$ cat config.mk
export PLATFORM = sky130hd
export DESIGN_NAME = serial_load_ctrl
export DESIGN_NICKNAME = d
export VERILOG_FILES = /design/src/rtl/serial_load_ctrl_pkg.sv /design/src/rtl/serial_load_ctrl_cnt.sv /design/src/rtl/serial_load_ctrl.sv
export SDC_FILE = /design/constraint.sdc
export NUM_CORES = 1
export LEC_CHECK = 0
export BUFFER_PORTS_ARGS = -buffer_cell sky130_fd_sc_hd__clkbuf_2
export CORE_MARGIN = 2
export CORE_UTILIZATION = 52
export DETAILED_ROUTE_END_ITERATION = 16
export GPL_TIMING_DRIVEN = 0
export PLACE_DENSITY = 0.83
export SYNTH_ARGS = -nofsm -noshare
export SYNTH_HDL_FRONTEND = slang
export SYNTH_SLANG_ARGS = --single-unit
$ cat constraint.sdc
create_clock -name CLK -period 3.7 [get_ports CLK]
set_input_delay 0.74 -clock CLK [delete_from_list [all_inputs] [get_ports CLK]]
set_output_delay 0.74 -clock CLK [all_outputs]
set_load 0.005 [all_outputs]
$ cat src/rtl/serial_load_ctrl_pkg.sv
// Shared definitions for the serial load controller: state encoding, widths
// and the index-to-register-bit mapping.
package serial_load_ctrl_pkg;

  typedef enum logic [1:0] {
    IDLE = 2'd0,
    LOAD = 2'd1,
    FIN  = 2'd2
  } state_e;

  localparam int SEL_W  = 4;
  localparam int DATA_W = 16;

  // Index i drives register bit (DATA_W-1-i), so the MSB goes out first.
  function automatic logic [SEL_W-1:0] bit_pos(input logic [SEL_W-1:0] idx);
    return 4'd15 - idx;
  endfunction

endpackage

$ cat src/rtl/serial_load_ctrl_cnt.sv
// Bit index counter for the serial load sequence: synchronous clear,
// count enable and terminal-count flag at NBITS-1.
import serial_load_ctrl_pkg::*;

module serial_load_cnt #(
  parameter int NBITS = 16
) (
  input  logic             clk_i,
  input  logic             rst_i,
  input  logic             clr_i,
  input  logic             en_i,
  output logic [SEL_W-1:0] idx_o,
  output logic             tc_o
);

  localparam logic [SEL_W-1:0] LAST = SEL_W'(NBITS - 1);

  logic [SEL_W-1:0] idx_q;
  logic [SEL_W-1:0] idx_d;

  always_comb begin
    idx_d = idx_q;
    if (clr_i)     idx_d = '0;
    else if (en_i) idx_d = idx_q + 1'b1;
  end

  always_ff @(posedge clk_i or posedge rst_i) begin
    if (rst_i) idx_q <= '0;
    else       idx_q <= idx_d;
  end

  assign idx_o = idx_q;
  assign tc_o  = (idx_q == LAST);

endmodule

$ cat src/rtl/serial_load_ctrl.sv
// Serial load sequencer: shifts a captured 16-bit word into a bit-addressed
// register, MSB first. Optional PARITY output under SERIAL_LOAD_PARITY_EN.
import serial_load_ctrl_pkg::*;

module serial_load_ctrl #(
  parameter int NBITS = 16
) (
  input  logic              CLK,
  input  logic              RST,
  input  logic              START,
  input  logic [DATA_W-1:0] DATA,
  input  logic              HOLD,
  input  logic              ABORT,
  output logic [SEL_W-1:0]  SEL,
  output logic              ENA,
  output logic              D,
  output logic              BUSY,
`ifdef SERIAL_LOAD_PARITY_EN
  output logic              PARITY,
`endif
  output logic              DONE
);

  state_e            state_q;
  logic [DATA_W-1:0] shadow_q;
  logic [SEL_W-1:0]  sel_q;
  logic              ena_q;
  logic              d_q;
  logic              busy_q;
  logic              done_q;

  logic              cnt_clr;
  logic              cnt_en;
  logic [SEL_W-1:0]  cnt_idx;
  logic              cnt_tc;
  logic [SEL_W-1:0]  idx_nxt;

  // The index register always matches the bit currently presented on SEL/D.
  always_comb begin
    cnt_clr = (state_q == IDLE) && START;
    cnt_en  = (state_q == LOAD) && !ABORT && !HOLD && !cnt_tc;
    idx_nxt = cnt_idx + 1'b1;
  end

  serial_load_cnt #(
    .NBITS (NBITS)
  ) u_cnt (
    .clk_i (CLK),
    .rst_i (RST),
    .clr_i (cnt_clr),
    .en_i  (cnt_en),
    .idx_o (cnt_idx),
    .tc_o  (cnt_tc)
  );

  always_ff @(posedge CLK or posedge RST) begin
    if (RST) begin
      state_q  <= IDLE;
      shadow_q <= '0;
      sel_q    <= '0;
      ena_q    <= 1'b0;
      d_q      <= 1'b0;
      busy_q   <= 1'b0;
      done_q   <= 1'b0;
    end else begin
      done_q <= 1'b0;
      case (state_q)
        IDLE: begin
          if (START) begin
            state_q  <= LOAD;
            shadow_q <= DATA;
            sel_q    <= '0;
            ena_q    <= 1'b1;
            d_q      <= DATA[DATA_W-1];
            busy_q   <= 1'b1;
          end
        end
        LOAD: begin
          if (ABORT) begin
            state_q <= IDLE;
            sel_q   <= '0;
            ena_q   <= 1'b0;
            d_q     <= 1'b0;
            busy_q  <= 1'b0;
          end else if (HOLD) begin
            ena_q <= 1'b0;
          end else if (cnt_tc) begin
            state_q <= FIN;
            sel_q   <= '0;
            ena_q   <= 1'b0;
            d_q     <= 1'b0;
            busy_q  <= 1'b0;
            done_q  <= 1'b1;
          end else begin
            sel_q <= idx_nxt;
            ena_q <= 1'b1;
            d_q   <= shadow_q[bit_pos(idx_nxt)];
          end
        end
        FIN: begin
          state_q <= IDLE;
        end
        default: begin
          state_q <= IDLE;
          sel_q   <= '0;
          ena_q   <= 1'b0;
          d_q     <= 1'b0;
          busy_q  <= 1'b0;
        end
      endcase
    end
  end

`ifdef SERIAL_LOAD_PARITY_EN
  logic parity_q;

  // Accumulates every bit actually written (ENA high at the edge).
  always_ff @(posedge CLK or posedge RST) begin
    if (RST)                                parity_q <= 1'b0;
    else if ((state_q == IDLE) && START)    parity_q <= 1'b0;
    else if ((state_q == LOAD) && ena_q)    parity_q <= parity_q ^ d_q;
  end

  assign PARITY = parity_q;
`endif

  assign SEL  = sel_q;
  assign ENA  = ena_q;
  assign D    = d_q;
  assign BUSY = busy_q;
  assign DONE = done_q;

endmodule
After elaboration in Yosys (flattened, before gate mapping)

Cells that the tools add are included.

Register bits: 30

Add/sub/neg operators: 2
Magnitude comparators: 1
Equal/unequal tests: 6
Multiplexer cells: 32
Bitwise gates (word level): 1
Reduce and logical (&&, ||, !) cells: 14

Operators with widths:

| operator                                             | number |
|---|---|
| two-way mux 4 bit                                    | 6 |
| two-way mux 1 bit                                    | 16 |
| case mux 4 bit (3 select lines)                      | 1 |
| case mux 1 bit (3 select lines)                      | 3 |
| two-way mux 2 bit                                    | 4 |
| != test 3 bit (second input constant)                | 2 |
| AND reduction 3 bit                                  | 2 |
| < comparator 4 x 5 -> 1 bit (second input constant)  | 1 |
| adder 4 x 1 -> 4 bit (second input constant)         | 1 |
| binary-select mux 1 bit (select 4 bit)               | 1 |
| equality test 4 bit (second input constant)          | 1 |
| logical AND 1 bit                                    | 4 |
| case mux 2 bit (2 select lines)                      | 1 |
| AND reduction 2 bit                                  | 2 |
| AND reduction 4 bit                                  | 1 |
| subtractor 4 bit (first input constant)              | 1 |
| zero test 1 bit                                      | 3 |
| equality test 2 x 1 -> 1 bit (second input constant) | 1 |
| equality test 2 bit (second input constant)          | 1 |
| zero test 2 bit                                      | 1 |
| != test 2 bit (second input constant)                | 1 |
| nonzero test 2 bit                                   | 1 |
| NOT 1 bit                                            | 1 |

Longest topological paths before layout

Gate-level depths: netlist of run 1.

Depth after elaboration: 8
Mapped depth: 6
Depth with buffers taken out: 5

Cells and area by module

Synthesis of run 1 repeated with hierarchy kept, for this count alone.

Cell total of the unflattened synthesis: 117
Area total of the unflattened synthesis: 1,413.9 µm²

Modules (own cells, without submodules):

| module           | instances | cells an instance | area each (µm²) | sequential area each (µm²) |
|---|---|---|---|---|
| serial_load_ctrl | 1         | 99                | 1,211.2         | 650.6 |
| serial_load_cnt  | 1         | 18                | 202.7           | 100.1 |

Worst setup path after synthesis of run 1

Ideal clock, no wire load.

Path kind: register -> register
From: register u_cnt.idx_q[0], in the netlist u_cnt.idx_o[0]
To: register d_q, in the netlist D
Library setup time: 0.126 ns
Data arrival time: 2.042 ns
Data required time: 3.574 ns
Path slack: 1.532 ns
Stages on the path, launching flop included: 5
Path buffers: 0
Cell sequence: dfrtp_1 ha_1 mux4_1 mux4_2 a221o_1

Cells in the longest elaborated chain, start to end: 8
Elaborated cells between the ends (all ways): 9
Those cells by class: 2 x add/sub; 1 x eq/ne; 6 x mux

Ends and longest elaborated chain:

| item                                    | RTL line                   | text |
|---|---|---|
| from (decl)                             | serial_load_ctrl_cnt.sv:18 | `logic [SEL_W-1:0] idx_q;` |
| from (signal assigned)                  | serial_load_ctrl_cnt.sv:29 | `else idx_q <= idx_d;` |
| adder 4 x 1 -> 4 bit                    | serial_load_ctrl.sv:42     | `idx_nxt = cnt_idx + 1'b1;` |
| subtractor 4 bit                        | serial_load_ctrl_pkg.sv:16 | `return 4'd15 - idx;` |
| binary-select mux 1 bit (select 4 bit)  | serial_load_ctrl.sv:97     | `d_q <= shadow_q[bit_pos(idx_nxt)];` |
| two-way mux 1 bit (implied by the code) | serial_load_ctrl.sv:97     |  |
| two-way mux 1 bit (*)                   | serial_load_ctrl.sv:87     | `end else if (cnt_tc) begin` |
| two-way mux 1 bit (*)                   | serial_load_ctrl.sv:85     | `end else if (HOLD) begin` |
| two-way mux 1 bit (*)                   | serial_load_ctrl.sv:79     | `if (ABORT) begin` |
| case mux 1 bit (3 select lines) (*)     | serial_load_ctrl.sv:67     | `case (state_q)` |
| to (signal assigned)                    | serial_load_ctrl.sv:74     | `d_q <= DATA[DATA_W-1];` |
| to (signal assigned)                    | serial_load_ctrl.sv:97     |  |
| to (decl)                               | serial_load_ctrl.sv:28     | `logic d_q;` |

Every way passes the cells marked *; elsewhere a longest branch is shown, timed or not. The select of a mux whose other input is x is not followed.
A chain may end at the register's enable or synchronous reset.

Final worst setup path of run 1

Same ends and word-level chain as after synthesis.

==> results of run 1 <==
[cell usage in the layout (no fill, tap or decap)]
cell type,count
a21oi_1,2
a221o_1,1
a22o_1,4
a31oi_1,1
and2_1,1
and2_2,1
buf_6,2
bufinv_16,1
clkbuf_1,2
clkbuf_2,28
clkbuf_4,5
clkinv_2,2
dfrtp_1,30
ha_1,1
inv_1,3
mux2_1,1
mux2_2,16
mux4_1,4
mux4_2,1
nand2_1,1
nand2b_1,1
nand3_1,3
nand3b_1,1
nor2_1,6
nor3_1,2
nor3b_2,1
nor4b_1,1
o21ai_0,1
o21bai_1,1
or3b_1,1
xnor2_1,2
xor2_1,3
[per-layer routing]
layer | vias to the layer above | wire (um) | track usage, %
li1 | 418 | - | -
met1 | 402 | 1020 | 22.8
met2 | 31 | 1110 | 26.4
met3 | 7 | 146 | 5.65
met4 | 0 | 51 | 11.0
met5 | - | 0 | 0
[cell usage after synthesis (2+ instances only)]
cell type  instances  area [um2]
dfrtp_1           30         751
xor2_1             3        26.3
a21oi_1            2        10.0
a22o_1             4        35.0
xnor2_1            2        17.5
nand3_1            3        15.0
clkbuf_1           2        7.51
mux4_1             4         105
buf_6              2        22.5
mux2_2            16         180
nor2_1             6        22.5
nor3_1             2        10.0
inv_1              3        11.3
[worst reg2reg max path, cell delays in order, from the launching register on]
cell and delay, ns:
dfrtp_1 0.40, ha_1 0.42, mux4_1 0.58, mux4_2 0.46, a221o_1 0.33
[power groups by stage]
stage                     Clock (mW)  Combinational, mW  Sequential, mW
after floorplan                    0              0.143           0.413
after global placement             0              0.186           0.417
after detailed placement           0              0.191           0.422
after CTS                      0.263              0.192           0.415
after global routing           0.275              0.207           0.422
final                          0.255              0.190           0.414
[final cells by class]
type	instances	area share (%)
Sequential cell	30	46.8
Tap cell	30	2.34
Timing Repair Buffer	28	8.73
Inverter	3	0.701
Multi-Input combinational cell	57	34.8
Clock inverter	3	2.49
Clock buffer	5	2.34
Buffer	4	1.87
[stage by stage]
| step | instances | hold WS [ns] | power [mW] | util [%] | setup slack [ns] |
|---|---|---|---|---|---|
| after floorplan | 94 | 0.449 | 0.556 | - | 1.53 |
| after global placement | 152 | 0.462 | 0.604 | 61.7 | 1.39 |
| after detailed placement | 152 | 0.480 | 0.613 | 61.7 | 1.40 |
| after CTS | 160 | 0.501 | 0.870 | 64.8 | 1.38 |
| after global routing | 160 | 0.523 | 0.904 | 64.8 | 1.34 |
| final | 160 | 0.494 | 0.858 | 64.8 | 1.40 |
[registers in the layout, summed over array words and instances, names as in the netlist]
register and cells:
D 1, BUSY 1, state_q 2, DONE 1, shadow_q 16, ENA 1
SEL 4, u_cnt.idx_o 4
[cells by family after synthesis]
kind of cell,Yosys count,synth area share [%]
AO/OA/AOI/OAI,10,5.47
multiplexers,22,23.6
flip-flops,30,55.6
adder cells (fa/ha/maj),1,0.927
buffers and inverters,7,3.06
XOR/XNOR,5,3.24
AND/OR/NAND/NOR,19,8.06
[how the worst max path moves through the flow]
stage | from | endpoint | slack, ns | cells after the start
after CTS | u_cnt.idx_o[0]$_DFFE_PP0P_ | D$_DFFE_PP0P_ | 1.38 | 4
after global placement | u_cnt.idx_o[0]$_DFFE_PP0P_ | D$_DFFE_PP0P_ | 1.39 | 4
after detailed placement | u_cnt.idx_o[1]$_DFFE_PP0P_ | D$_DFFE_PP0P_ | 1.40 | 4
after floorplan | u_cnt.idx_o[0]$_DFFE_PP0P_ | D$_DFFE_PP0P_ | 1.53 | 4
after global routing | u_cnt.idx_o[1]$_DFFE_PP0P_ | D$_DFFE_PP0P_ | 1.34 | 4
final | u_cnt.idx_o[0]$_DFFE_PP0P_ | D$_DFFE_PP0P_ | 1.40 | 4
==> run_results.csv, run 1 <==
group,metric,value,unit
worst_setup_path,ff2ff_path_depth,4,
power,p_seq_share,48.2,%
clock_tree,cts_tree,"done",
worst_setup_path,critPathTopFamily,"multiplexers",
drt,vias_per_cell,5.36,
yosys,synth_edf_count,0,
worst_setup_path,critPathKind,"flip-flop to flip-flop",
worst_setup_path,cp_max_fo,6,
drt,wl_per_cell,14.5,um
sta,fin_setup_tns,0,ns
place,place_hpwl,1700,um
power,combPwrFrac,22.1,%
sta,setup_viol,0,
power,p_sw_share,25.5,%
yosys,ys_ff_latch,30,
clock_tree,clk_pin_slew,0.10,ns
grt,grt_pass1_wl,3610,um
yosys,synthArstFlopShare,100,%
power,cellLeakagePower,0.762,nW
sta,rsz0062_at_grt,"false",
drt,firstDrtPassIters,4,
floorplan,fp.coreArea,2480,um2
worst_setup_path,slowest_delay,0.58,ns
clock_tree,ctsLongestPathBuffers,2,
power,switchingPower,219,uW
sta,slew_headroom,28.0,%
clock_tree,clockRootBuffer,"clkbuf_4",
worst_setup_path,cp_slowest_cell,"mux4_1",
yosys,synth_seq_area_share,55.6,%
yosys,synth_ff_type,"dfrtp_1",
worst_setup_path,cp.arrival,2.52,ns
clock_tree,htree_levels,2,
grt,grt_max_degree,31,
drt,drt-initial-drc-count,17,
yosys,syn_area_per_cell,14.4,um2
yosys,yosysUniqueCellTypes,28,
drt,drc,0,
finish,register_area,751,um2
worst_hold_path,worstHoldStart,"shadow_q[3]$_DFFE_PP0P_",
place,io_buffer_count,28,
worst_hold_path,hp-class,"flip-flop to flip-flop",
grt,grt_antenna_before_repair,0,
sta,finalMaxSlewViolations,0,
yosys,yosys_warnings,0,
drt,totalWireLength,2320,um
clock_tree,postCtsHoldBufs,0,
floorplan,num_rows,18,
power,powerDensity,535,nW/um2
sta,finalCritPeriodShare,62.3,%
clock_tree,clock_sinks,30,
place,gp_congestion,0.825,
grt,grt_usage,17.8,%
yosys,syn_nets,116,
sta,hold_viol,0,
grt,grt-ovfl-total,0,
power,vdd_drop_max,0.368,mV
clock_tree,clk_latency,0.33,ns
floorplan,die_w,55.0,um
floorplan,die_y,55.0,um
worst_setup_path,worstPathCellList,"ha_1 -> mux4_1 -> mux4_2 -> a221o_1",
sta,tightest_slew,1.08,ns
yosys,syn_area,1350,um2
worst_hold_path,hold_path_depth,1,
clock_tree,cts_setup_buffers,0,
sta,clock_skew,0.0102,ns
sta,fin_crit,2.30,ns
job,drv_cap,0,
drt,ant_nets,0,
floorplan,num_io_pins,29,
finish,fillers,191,
floorplan,dieArea,3020,um2
yosys,synth_cells,94,
grt,grt_pass1_vias,818,
drt,dr_total_vias,858,
worst_setup_path,reg2reg_slack,1.40,ns
finish,final_cell_area,1610,um2
worst_setup_path,crit_buf_inv,0,
place,post_dp_cell_area,1530,um2
finish,drive_above_1_share,43.8,%
worst_setup_path,reg2reg_from,"u_cnt.idx_o[0]$_DFFE_PP0P_",
power,pwr-share-clk,29.7,%
finish,multi_input_area,558,um2
power,internal_power,639,uW
finish,num_antenna_cells,0,
finish,area_delta_synth_final,18.9,%
run_status,status,"completed",
worst_setup_path,reg2reg_to,"D$_DFFE_PP0P_",
sta,fmax,434,MHz
finish,fin_nets,151,
floorplan,start_util,54.5,%
clock_tree,cts_resized,0,
worst_setup_path,end_kind,"flip-flop",
worst_hold_path,holdPathEnd,"shadow_q[3]$_DFFE_PP0P_",
clock_tree,numCtsBuffers,5,
worst_setup_path,required,3.92,ns
worst_setup_path,critPathLaunchType,"flip-flop",
No activity file was read; power rests on OpenSTA's default activity.
==> run 2, diff against run 1 <==
Settings changed: ABC_AREA from default to 1, CORE_UTILIZATION 52 to 48, PLACE_DENSITY 0.83 to 0.8.
Clock period 3.7 ns to 2 ns, I/O delays scaled along.
==> run_results.csv, run 2 <==
group,metric,value,unit
run_status,status,"completed",
yosys,synth_edf_count,0,
yosys,syn_area_per_cell,8.02,um2
power,combPwrFrac,30.4,%
sta,slew_headroom,26.7,%
floorplan,dieArea,3390,um2
clock_tree,ctsLongestPathBuffers,2,
place,place_hpwl,2050,um
floorplan,num_io_pins,29,
job,drv_cap,0,
yosys,yosys-mux-area-fraction,0,%
sta,setup_ws,0.460,ns
clock_tree,clockRootBuffer,"clkbuf_4",
clock_tree,clk_latency,0.33,ns
finish,register_area,751,um2
clock_tree,htree_levels,2,
grt,grt_antenna_before_repair,0,
yosys,synth_top_area_cell,"dfrtp_1",
power,p_seq_share,44.8,%
yosys,synth_seq_area_share,53.2,%
clock_tree,numCtsBuffers,5,
power,vdd_drop_max,0.661,mV
place,io_buffer_count,28,
clock_tree,cts_resized,0,
finish,drive_above_1_share,24.1,%
place,gp_congestion,0.834,
worst_setup_path,cp_slowest_cell,"dfrtp_1",
floorplan,fp.coreArea,2780,um2
worst_setup_path,cp_max_fo,8,
yosys,yosysUniqueCellTypes,19,
worst_setup_path,end_kind,"flip-flop",
power,p_sw_share,33.4,%
power,powerDensity,1080,nW/um2
grt,grt_usage,20.2,%
drt,drt-initial-drc-count,14,
yosys,synth_compound_area_share,7.09,%
yosys,synthTopCellsByArea,"dfrtp_1 53%, nand2_1 16%, nand3_1 6.0%",
grt,grt_max_degree,31,
worst_hold_path,hp-class,"primary input to flip-flop",
yosys,yosys_warnings,0,
power,cellLeakagePower,0.943,nW
yosys,synth_top_area_share,53.2,%
yosys,syn_area,1410,um2
power,internal_power,1.20,mW
worst_setup_path,required,2.23,ns
floorplan,die_w,58.2,um
grt,grt_pass1_wl,4970,um
place,place_inst,235,
sta,finalCritPeriodShare,77.0,%
worst_setup_path,cp_common_cell,"nand2_1",
drt,dr_total_vias,1185,
worst_setup_path,critPathKind,"flip-flop to flip-flop",
finish,fin_cells,243,
yosys,synthSimpleGateAreaFrac,27.5,%
yosys,synth_fa_ha_area_share,0.887,%
clock_tree,clk_pin_slew,0.09,ns
yosys,synth_top_family_by_area,"simple AND/OR/NAND/NOR gates",
worst_setup_path,worstPathCellList,"ha_1 -> buf_2 -> inv_1 -> nand3_1 -> nand3_1 -> nand3_1 -> nand2_1 -> nand2_1 -> nand2_1 -> nand2_1 -> nand2_1",
place,pre_cts_slack,0.439,ns
grt,grt_pass1_vias,1192,
finish,final_common_cell,"nand2_1",
drt,totalWireLength,2760,um
finish,fillers,270,
power,switchingPower,599,uW
sta,fmax,649,MHz
finish,multi_input_area,536,um2
drt,ant_nets,0,
clock_tree,cts_setup_buffers,0,
yosys,synth_ff_type,"dfrtp_1",
sta,fin_crit,1.54,ns
finish,fin_nets,233,
drt,vias_per_cell,4.88,
sta,fin_setup_tns,0,ns
sta,finalMaxSlewViolations,0,
sta,tightest_slew,1.10,ns
yosys,synth_xor_area_share,2.48,%
sta,clock_skew,0.00247,ns
worst_setup_path,critPathLaunchType,"flip-flop",
finish,largest_register_ffs,16,
clock_tree,cts_tree,"done",
drt,drc,0,
yosys,ys_ff_latch,30,
yosys,synth_cells,176,
drt,wl_per_cell,11.3,um
yosys,synthTopCellsByCount,"61 x nand2_1, 30 x dfrtp_1, 21 x inv_1, 17 x nand3_1, 12 x o21ai_1",
floorplan,die_y,58.2,um
worst_setup_path,cp.arrival,1.77,ns
yosys,syn_nets,198,
finish,num_antenna_cells,0,
finish,area_delta_synth_final,18.3,%
worst_setup_path,slowest_delay,0.43,ns
clock_tree,clock_sinks,30,
power,pwr-share-clk,24.7,%
floorplan,start_util,50.7,%
grt,grt-ovfl-total,0,
finish,layout_common_cells,"61 x nand2_1, 30 x dfrtp_1, 28 x clkbuf_2, 21 x inv_1, 17 x nand3_1",
clock_tree,postCtsHoldBufs,0,
sta,setup_viol,0,
finish,regMostFlops,"shadow_q",
floorplan,num_rows,19,
sta,hold_viol,0,
yosys,synthArstFlopShare,100,%
drt,firstDrtPassIters,4,
sta,rsz0062_at_grt,"false",
yosys,yosysMostFrequentCell,"nand2_1",
## run 2: path summary, 6_finish.rpt
path                                                 start                      end  slack (ns)  cells after the start
worst max-delay path            u_cnt.idx_o[0]$_DFFE_PP0P_            D$_DFFE_PP0P_        0.46                     11
worst min-delay path                               DATA[2]  shadow_q[2]$_DFFE_PP0P_        0.26                      3
worst max register to register  u_cnt.idx_o[0]$_DFFE_PP0P_            D$_DFFE_PP0P_        0.46                     11
worst min register to register          SEL[2]$_DFFE_PP0P_       SEL[2]$_DFFE_PP0P_        0.49                      2
max in group asynchronous                              RST  shadow_q[3]$_DFFE_PP0P_        1.03                      2
min in group asynchronous                              RST  shadow_q[6]$_DFFE_PP0P_        0.32                      2
## run 2: per-stage QoR
stage          hold slack (ns)  utilization [%]  cell area (um2)  power (mW)
2_1_floorplan            0.450                -             1410        1.21
5_1_grt                  0.266             60.0             1670        1.95
4_1_cts                  0.243             60.0             1670        1.82
3_5_place_dp             0.470             57.2             1590        1.37
6_report                 0.259             60.0             1670        1.79
3_3_place_gp             0.465             57.2             1590        1.35
## run 2: area by class of cell
cell class                 instances  share of cell area, %
clock buffer                       8                   4.72
inverter                          26                   5.85
tap                               31                   2.32
buffer                             5                   1.65
multi-input combinational        115                   32.1
timing repair buffer              28                   8.40
sequential                        30                   45.0
## run 2: cells by family (layout without fill, tap and decap cells)
| group | after synthesis | count (layout) |
|---|---|---|
| AND/OR/NAND/NOR | 91 | 91 |
| buffers and inverters | 31 | 67 |
| AO/OA/AOI/OAI | 19 | 19 |
| XOR/XNOR | 4 | 4 |
| flip-flops | 30 | 30 |
| adder cells (fa/ha/maj) | 1 | 1 |
## run 2: power by group through the flow
stage | logic [mW] | clock network [mW] | registers [mW]
final | 0.546 | 0.444 | 0.805
after detailed placement | 0.551 | 0 | 0.817
after global placement | 0.540 | 0 | 0.810
after floorplan | 0.406 | 0 | 0.807
after global routing | 0.642 | 0.489 | 0.823
after CTS | 0.556 | 0.458 | 0.806
## run 2: routing by layer
layer	global-route usage (%)	vias up	part of all wire (%)
li1	-	612	-
met3	4.91	8	5.4
met5	0	-	0
met4	14.0	0	2.4
met1	24.8	538	46
met2	31.3	27	46
## run 2: critical path: cells and delay by family (launching register included)
kind                       cells  cell delay [ns]
buffers and inverters          2             0.24
adders and majority gates      1             0.29
and+or+nand+nor                8             0.48
DFF                            1             0.43
==> run 3, diff against run 2 <==
Settings changed: CORE_UTILIZATION 48 to 52, PLACE_DENSITY 0.8 to 0.82.
Clock period 2 ns to 1.55 ns, I/O delays scaled along.
==> run_results.csv, run 3 (synthesized netlist as in run 2, its figures left out) <==
group,metric,value,unit
worst_setup_path,slowest_delay,0.41,ns
place,place_hpwl,2180,um
grt,grt_max_degree,31,
place,io_buffer_count,28,
worst_setup_path,reg2reg_to,"D$_DFFE_PP0P_",
sta,tightest_slew,1.10,ns
power,cellLeakagePower,0.967,nW
sta,setup_viol,0,
floorplan,die_y,56.1,um
floorplan,num_rows,18,
worst_hold_path,hp-class,"primary input to flip-flop",
clock_tree,htree_levels,2,
finish,num_antenna_cells,0,
worst_setup_path,ff2ff_path_depth,9,
sta,setup_ws,0.0165,ns
power,total_power,2.53,mW
sta,hold_viol,0,
floorplan,fp.coreArea,2520,um2
worst_setup_path,critPathLaunchType,"flip-flop",
drt,firstDrtPassIters,4,
place,post_dp_cell_area,1590,um2
finish,final_util,68.8,%
drt,vias_per_cell,5.11,
floorplan,start_util,56.0,%
sta,finalMaxSlewViolations,0,
power,vdd_drop_max,1.28,mV
worst_hold_path,hold_path_depth,3,
finish,area_delta_synth_final,22.9,%
worst_setup_path,reg2reg_from,"u_cnt.idx_o[1]$_DFFE_PP0P_",
worst_hold_path,worstHoldStart,"DATA[10]",
finish,drive_above_1_share,28.0,%
sta,fin_setup_tns,0,ns
clock_tree,clk_latency,0.33,ns
grt,grt-ovfl-total,0,
worst_setup_path,cp_slowest_cell,"dfrtp_1",
finish,largest_register_ffs,16,
floorplan,die_w,56.1,um
worst_setup_path,crit_buf_inv,0,
sta,fin_hold_ws,0.168,ns
finish,layout_common_cells,"61 x nand2_1, 30 x dfrtp_1, 28 x clkbuf_2, 20 x inv_1, 13 x nand3_1",
finish,fillers,205,
worst_setup_path,required,1.78,ns
place,place_inst,234,
drt,dr_total_vias,1247,
job,drv_cap,0,
drt,drc,0,
run_status,status,"completed",
finish,register_area,751,um2
worst_setup_path,cp_common_cell,"nand2_1",
worst_hold_path,holdPathEnd,"shadow_q[10]$_DFFE_PP0P_",
power,powerDensity,1460,nW/um2
grt,grt_pass1_wl,5150,um
finish,regMostFlops,"shadow_q",
clock_tree,clk_pin_slew,0.10,ns
drt,ant_nets,0,
clock_tree,postCtsHoldBufs,0,
finish,fin_cells,244,
worst_setup_path,critPathTopFamily,"simple AND/OR/NAND/NOR gates",
sta,slew_headroom,26.3,%
finish,multi_input_area,571,um2
sta,clock_skew,0.0109,ns
grt,grt_usage,21.2,%
clock_tree,clockRootBuffer,"clkbuf_4",
worst_setup_path,cp.arrival,1.77,ns
clock_tree,cts_tree,"done",
worst_setup_path,worstPathCellList,"ha_1 -> xnor2_1 -> nand3_1 -> nand3_1 -> nand2_1 -> nand2_1 -> nand2_1 -> nand2_1 -> nand2_1",
worst_setup_path,critPathKind,"flip-flop to flip-flop",
drt,wl_per_cell,13.0,um
worst_setup_path,reg2reg_slack,0.02,ns
finish,final_common_cell,"nand2_1",
place,gp_congestion,0.812,
worst_setup_path,end_kind,"flip-flop",
floorplan,dieArea,3150,um2
grt,grt_pass1_vias,1259,
finish,final_cell_area,1730,um2
place,pre_cts_slack,-0.00475,ns
floorplan,num_io_pins,29,
grt,grt_antenna_before_repair,0,
drt,totalWireLength,3170,um
sta,finalCritPeriodShare,98.9,%
drt,drt-initial-drc-count,43,
sta,fmax,652,MHz
finish,fin_nets,236,
clock_tree,clock_sinks,30,
clock_tree,ctsLongestPathBuffers,2,
sta,fin_crit,1.53,ns
clock_tree,numCtsBuffers,5,
worst_setup_path,cp_max_fo,3,
run 3: worst max-delay path by stage:
stage,from,end,depth (start not counted)
after floorplan,u_cnt.idx_o[0]$_DFFE_PP0P_,D$_DFFE_PP0P_,11
after global placement,u_cnt.idx_o[0]$_DFFE_PP0P_,D$_DFFE_PP0P_,11
after detailed placement,u_cnt.idx_o[0]$_DFFE_PP0P_,D$_DFFE_PP0P_,11
after CTS,u_cnt.idx_o[1]$_DFFE_PP0P_,D$_DFFE_PP0P_,11
after global routing,u_cnt.idx_o[1]$_DFFE_PP0P_,D$_DFFE_PP0P_,9
final,u_cnt.idx_o[1]$_DFFE_PP0P_,D$_DFFE_PP0P_,9
run 3: area by class of cell:
| cell class | instances | share of cell area (%) |
|---|---|---|
| sequential | 30 | 43.3 |
| multi-input combinational | 115 | 32.9 |
| timing repair buffer | 31 | 9.38 |
| inverter | 26 | 5.63 |
| clock buffer | 6 | 2.96 |
| tap | 30 | 2.16 |
| buffer | 5 | 1.95 |
| clock inverter | 1 | 1.73 |
run 3: timing repair:
action	4_1_cts	5_1_grt
pin swaps	0	7
gates resized for setup	0	11
buffers inserted	1	2
endpoints found under the setup margin	1	1
run 3: worst register-to-register path: stages (launching register included):
cell	delay (ns)
dfrtp_1	0.41
ha_1	0.28
xnor2_1	0.25
nand3_1	0.13
nand3_1	0.11
nand2_1	0.06
nand2_1	0.05
nand2_1	0.05
nand2_1	0.05
nand2_1	0.05
run 3: layer usage:
metal  GRT usage (%)  up-vias  routed length, um
met5               0        -                  0
met2            36.0       32               1600
li1                -      618                  -
met1            24.4      588               1330
met3            7.67        9                164
met4            8.16        0                 76
run 3: report_power, final:
group	internal [mW]	switching, mW	total [mW]
clock	0.375	0.271	0.647
combinational	0.331	0.520	0.850
sequential	0.961	0.0770	1.04
